$ cat src/rtl/op_sel_stage.sv
// Purpose: selects one of NSRC operands by sel and registers it with its select code.
// Latency: one cycle from input acceptance to out/out_valid. Throughput is one beat per cycle.
// Backpressure: a 2-entry main+skid store absorbs a stall; in_ready drops only when both entries are full.
// Optional feature macro: OPSEL_ERR_EN. When defined, a bad select yields 0 and sets the sticky err flag.
module op_sel_stage #(
  parameter int WIDTH = 32,
  parameter int NSRC  = 4,
  parameter int SELW  = 2
) (
  input  logic                   clk,
  input  logic                   rst,
  input  logic                   in_valid,
  output logic                   in_ready,
  input  logic [SELW-1:0]        sel,
  input  logic [NSRC*WIDTH-1:0]  src,
  output logic                   out_valid,
  input  logic                   out_ready,
  output logic [WIDTH-1:0]       out,
  output logic [SELW-1:0]        out_sel,
  output logic                   err
);

  typedef enum logic [1:0] {
    ST_EMPTY = 2'd0,
    ST_ONE   = 2'd1,
    ST_FULL  = 2'd2
  } state_t;

  state_t            state;
  state_t            state_nxt;
  logic              in_ready_q;
  logic              accept;
  logic              load_main;
  logic              load_skid;
  logic              skid_to_main;
  logic [WIDTH-1:0]  sel_dat;
  logic [WIDTH-1:0]  main_dat;
  logic [SELW-1:0]   main_sel;
  logic [WIDTH-1:0]  skid_dat;
  logic [SELW-1:0]   skid_sel;

  // in_ready comes from a flop. Reset only masks it, so nothing is accepted while rst is high.
  assign in_ready  = in_ready_q & ~rst;
  assign accept    = in_valid & in_ready;
  // Output valid follows the stored state. It is masked during reset, so no beat hands off in that cycle.
  assign out_valid = (state != ST_EMPTY) & ~rst;
  assign out       = main_dat;
  assign out_sel   = main_sel;

  // Operand mux. An unmatched select falls through to the default value.
  always_comb begin
`ifdef OPSEL_ERR_EN
    sel_dat = '0;
`else
    sel_dat = src[WIDTH-1:0];
`endif
    for (int k = 0; k < NSRC; k++) begin
      if (sel == SELW'(k)) begin
        sel_dat = src[k*WIDTH +: WIDTH];
      end
    end
  end

  // Occupancy FSM. It also decides where an accepted beat is written.
  always_comb begin
    state_nxt    = state;
    load_main    = 1'b0;
    load_skid    = 1'b0;
    skid_to_main = 1'b0;
    case (state)
      ST_EMPTY: begin
        if (accept) begin
          state_nxt = ST_ONE;
          load_main = 1'b1;
        end
      end
      ST_ONE: begin
        if (accept && !out_ready) begin
          state_nxt = ST_FULL;
          load_skid = 1'b1;
        end else if (accept && out_ready) begin
          load_main = 1'b1;
        end else if (!accept && out_ready) begin
          state_nxt = ST_EMPTY;
        end
      end
      ST_FULL: begin
        // in_ready is low here, so only the drain toward main can occur.
        if (out_ready) begin
          state_nxt    = ST_ONE;
          skid_to_main = 1'b1;
        end
      end
      default: begin
        state_nxt = ST_EMPTY;
      end
    endcase
  end

  // State, ready flop and the two beat registers.
  always_ff @(posedge clk) begin
    if (rst) begin
      state      <= ST_EMPTY;
      in_ready_q <= 1'b1;
      main_dat   <= '0;
      main_sel   <= '0;
      skid_dat   <= '0;
      skid_sel   <= '0;
    end else begin
      state      <= state_nxt;
      in_ready_q <= (state_nxt != ST_FULL);
      if (load_main) begin
        main_dat <= sel_dat;
        main_sel <= sel;
      end else if (skid_to_main) begin
        main_dat <= skid_dat;
        main_sel <= skid_sel;
      end
      if (load_skid) begin
        skid_dat <= sel_dat;
        skid_sel <= sel;
      end
    end
  end

`ifdef OPSEL_ERR_EN
  localparam logic [SELW:0] NSRC_W = (SELW+1)'(NSRC);
  logic bad_sel;
  logic err_q;

  assign bad_sel = ({1'b0, sel} >= NSRC_W);
  assign err     = err_q;

  // Sticky flag: set by any accepted beat that has a bad select. Only rst clears it.
  always_ff @(posedge clk) begin
    if (rst) begin
      err_q <= 1'b0;
    end else if (accept && bad_sel) begin
      err_q <= 1'b1;
    end
  end
`else
  assign err = 1'b0;
`endif

endmodule
$ cat config.mk
export PLATFORM = sky130hd
export DESIGN_NAME = op_sel_stage
export DESIGN_NICKNAME = d
export VERILOG_FILES = /design/src/rtl/op_sel_stage.sv
export SDC_FILE = /design/constraint.sdc
export NUM_CORES = 1
export LEC_CHECK = 0
export ABC_AREA = 1
export BUFFER_PORTS_ARGS = -buffer_cell sky130_fd_sc_hd__buf_4
export CORE_ASPECT_RATIO = 0.75
export CORE_MARGIN = 2
export CORE_UTILIZATION = 45
export CTS_CLUSTER_SIZE = 25
export DETAILED_ROUTE_END_ITERATION = 6
export PLACE_DENSITY = 0.75
export SLEW_MARGIN = 25
export SYNTH_ARGS = -nofsm -noshare
export SYNTH_HDL_FRONTEND = slang
export SYNTH_SLANG_ARGS = --single-unit
$ cat constraint.sdc
create_clock -name clk -period 2.9 [get_ports clk]
set_input_delay 0.87 -clock clk [delete_from_list [all_inputs] [get_ports clk]]
set_output_delay 0.87 -clock clk [all_outputs]
set_load 0.01 [all_outputs]
---- Word-level counts from Yosys, hierarchy flattened ----
Index checks and enable logic that the tools add are counted.
cells by class
  eq/ne operators ......................... 6
  muxes and demuxes ....................... 21
  bitwise gates (word level) .............. 4
  reductions and logical operators ........ 8
operator list
  kind                                                                   count
  32-bit 2-to-1 mux                                                      5
  2-bit 2-to-1 mux                                                       7
  1-bit 2-to-1 mux                                                       7
  2-bit equality test, second input constant                             3
  2-bit one-hot mux with 3 select lines                                  1
  2-bit by 1-bit equality test with 1-bit output, second input constant  2
  2-bit nonzero test                                                     2
  1-bit AND                                                              3
  1-bit logical AND                                                      3
  1-bit logical NOT                                                      2
  2-bit logical NOT                                                      1
  2-bit != test, second input constant                                   1
  1-bit one-hot mux with 2 select lines                                  1
  1-bit inverter                                                         1
word-level totals
  register bits ........................... 71
  input port bits ......................... 134
  word-level logic and storage cells ...... 45

---- Longest topological paths before layout ----
  depth in word-level cells ............... 10
  depth in mapped cells ................... 10
  mapped depth without buffers ............ 8

---- Worst setup path after synthesis ----
Ideal clock, no wire load.
  path kind ............................... input-to-output
  start ................................... input rst
  end ..................................... output out_valid
  arrival time ............................ 1432 ps
  required time ........................... 2030 ps
  slack ................................... 598 ps
  stages .................................. 3
  cells stage by stage .................... buf_2 -> buf_2 -> a21oi_1
between the ends
  longest elaborated chain between the ends .. 2
ends and longest elaborated chain
  element             line  source
  start: declaration  11    input logic rst,
  1-bit inverter      46    assign out_valid = (state != ST_EMPTY) & ~rst;
  1-bit AND           46
  end: declaration    16    output logic out_valid,
No other way between the ends.

---- Final worst setup path ----
  start ................................... input sel[1]
  end ..................................... register main_dat[4], in the netlist out[4]
between the ends
  longest elaborated chain between the ends .. 5
  elaborated cells between the ends (all ways) .. 7
  those cells by class .................... eq/ne: 3; mux: 4
ends and longest elaborated chain
  element                                         line  source
  start: declaration                              14    input logic [SELW-1:0] sel,
  2-bit by 1-bit equality test with 1-bit output  58    if (sel == SELW'(k)) begin
  32-bit 2-to-1 mux (2 in series)                 58
  32-bit 2-to-1 mux *                             58
  32-bit 2-to-1 mux *                             112   if (load_main) begin
  end signal: assignment                          113   main_dat <= sel_dat;
  end signal: assignment                          116   main_dat <= skid_dat;
  end: declaration                                37    logic [WIDTH-1:0] main_dat;
Mark *: on every way between the ends. The rest lies on a longest branch, timed or not.
A chain may end at the register's enable or synchronous reset.

==> impl_metrics.tcl <==
set metrics [dict create \
    status "completed" \
    htree_levels 3 \
    die_h_um 88.12 \
    finalMaxSlewViolations 0 \
    cts_sinks 71 \
    period_minus_slack_ns 2.206 \
    min_period_over_period_pct 76.05 \
    synth_area_um2 4245 \
    row_count 30 \
    cts_made_buffers 9 \
    nets 987 \
    die_x_um 116.2 \
    cts_root_buf "clkbuf_16" \
    fmax_mhz 453.4 \
    grt_max_degree 51 \
    syn_to_final_growth_pct 38.73 \
    worst_slack_ns 0.6944 \
    slew_headroom_pct 48.94 \
    drt_iter0_drc 297 \
    wl_per_cell_um 14.10 \
    pre_cts_slack_ns 0.3742 \
    grt_use_total_pct 27.37 \
    ctsResizeCount 0 \
    final_cell_mix "nand2_1 (181), buf_4 (181), nor2_1 (103)" \
    critPathKind "in2reg" \
    cts_buffer_depth 2 \
    totalWireLength_mm 13.90 \
    p_leak_nw 3.074 \
    syn_avg_cell_area_um2 6.030 \
    setup_tns_ns 0 \
    finish.utilization_pct 64.57 \
    yosysSeqAreaShare_pct 33.48 \
    grt_pass1_vias 4539 \
    firstDrtPassIters 5 \
    grt_overflow_total 0 \
    synthCells 704 \
    hold_viol_final 0 \
    critPathArrivalTime_ns 2.47 \
    hpwl_mm 9.907 \
    numPortBuffers 169 \
    cts_tree "done" \
    yosysUniqueCellTypes 26 \
    vias 4978 \
    worst_pin_slew_ns 0.7648 \
    cts_setup_buffers 0 \
    maxCapViolations 0 \
    crit_path_end_kind "flip-flop" \
    synth_seq_cells 71 \
    min_path_type "reg2reg" \
    clkTransAtPathRegs_ns 0.06 \
    drc 0 \
    diodes 0 \
    crit_fanout 18 \
    coreArea_um2 9121 \
    initial_utilization_pct 46.54 \
    critPathRequiredTime_ns 3.16 \
    fin_skew_ns 0.005405 \
    grt_first_pass_wirelength_mm 21.78 \
    dieArea_um2 10240 \
    synth_fp_nets 838 \
    ctsHoldBuffers 0 \
    vias_per_cell 5.049 \
    clock_latency_ns 0.33 \
    drive_gt1_share_pct 26.57 \
    yosys_warnings 0 \
    rsz0062_at_grt "no" \
    setup_viol 0 \
    ant_nets 0 \
    gp_congestion 0.8759 \
    timing.hold.ws_ns 0.5329 \
    antenna_found_initial 0 \
    worstSetupStartpointType "primary input" \
    io_pins 171 \
    ir_worst_vdd_uv 294.1 \
    cellPowerDensity_nw_per_um2 467.8 \
]
## critical path, stage by stage
cell	delay, ns
buf_4	0.18
nand2_2	0.26
inv_1	0.39
buf_4	0.32
nand2_1	0.08
nand2_1	0.15
nand2_1	0.07
a21oi_1	0.14
## cell families (layout without fill, tap and decap cells)
family	after synthesis	after routing	synth area share (%)
buffers and inverters	137	291	13.56
DFF	71	71	33.48
AOI/OAI and AO/OA	126	126	16.21
and+or+nand+nor	369	369	36.66
other	1	1	0.08833
## flip-flops by register name, indices dropped and copies added, names as in the netlist
| register | flops |
|---|---|
| state | 2 |
| skid_dat | 32 |
| out | 32 |
| skid_sel | 2 |
| out_sel | 2 |
| in_ready_q | 1 |
## stage by stage
| step | instance area, um^2 | cells | total power, mW |
|---|---|---|---|
| after global placement | 5570 | 970 | 1.607 |
| after CTS | 5889 | 986 | 2.767 |
| after detailed placement | 5570 | 970 | 1.616 |
| final | 5889 | 986 | 2.755 |
| after floorplan | 4245 | 704 | 1.344 |
| after global routing | 5889 | 986 | 2.886 |
## cell usage after synthesis, drive strengths merged
library cell | n | area, um^2
nand2 | 184 | 698.2
o21ai | 89 | 445.4
nor3 | 3 | 25.02
nand3b | 14 | 105.1
inv | 93 | 349.1
dfxtp | 71 | 1421
a21oi | 36 | 236.5
nand4 | 1 | 6.260
or2 | 4 | 25.02
nand3 | 60 | 310.3
nor2 | 103 | 386.6
conb | 1 | 3.750
clkbuf | 12 | 46.29
a31oi | 1 | 6.260
buf | 32 | 180.2
## report_power, final
group          leakage (nW)  internal [mW]  total, mW  switching [mW]
logic                  2.35          0.264      0.557           0.292
registers             0.579           1.02       1.04          0.0249
clock network         0.147          0.736       1.15           0.418
total                  3.07           2.02       2.76           0.736
## path summary, 6_finish.rpt
check                           startpoint                       end  slack, ns  cells after the start
hold reg to reg   skid_dat[2]$_SDFFE_PP0P_  skid_dat[2]$_SDFFE_PP0P_       0.53                      2
hold / removal    skid_dat[2]$_SDFFE_PP0P_  skid_dat[2]$_SDFFE_PP0P_       0.53                      2
setup / recovery                    sel[1]       out[4]$_SDFFE_PP0P_       0.69                      8
setup reg to reg       state[1]$_SDFF_PP0_      out[16]$_SDFFE_PP0P_       1.22                      8
## layout make-up
cell class | instances | area (um^2)
multi-input cells | 496 | 2261
clock inverters | 4 | 52.55
repair buffers | 182 | 1379
well taps | 128 | 160.2
fillers | 861 | 3232
clock buffers | 12 | 266.5
inverters | 93 | 349.1
flip-flops and latches | 71 | 1421
## per-layer routing
layer	routed length [um]	share of wire (%)	global-route usage, %	vias to the layer above
met2	6353	46	45.83	211
met4	238	1.7	8.117	0
met5	0	0	0	-
li1	-	-	-	2499
met1	6168	44	36.49	2245
met3	1138	8.2	4.706	23
Note: power is estimated with default switching activity, not from simulation.
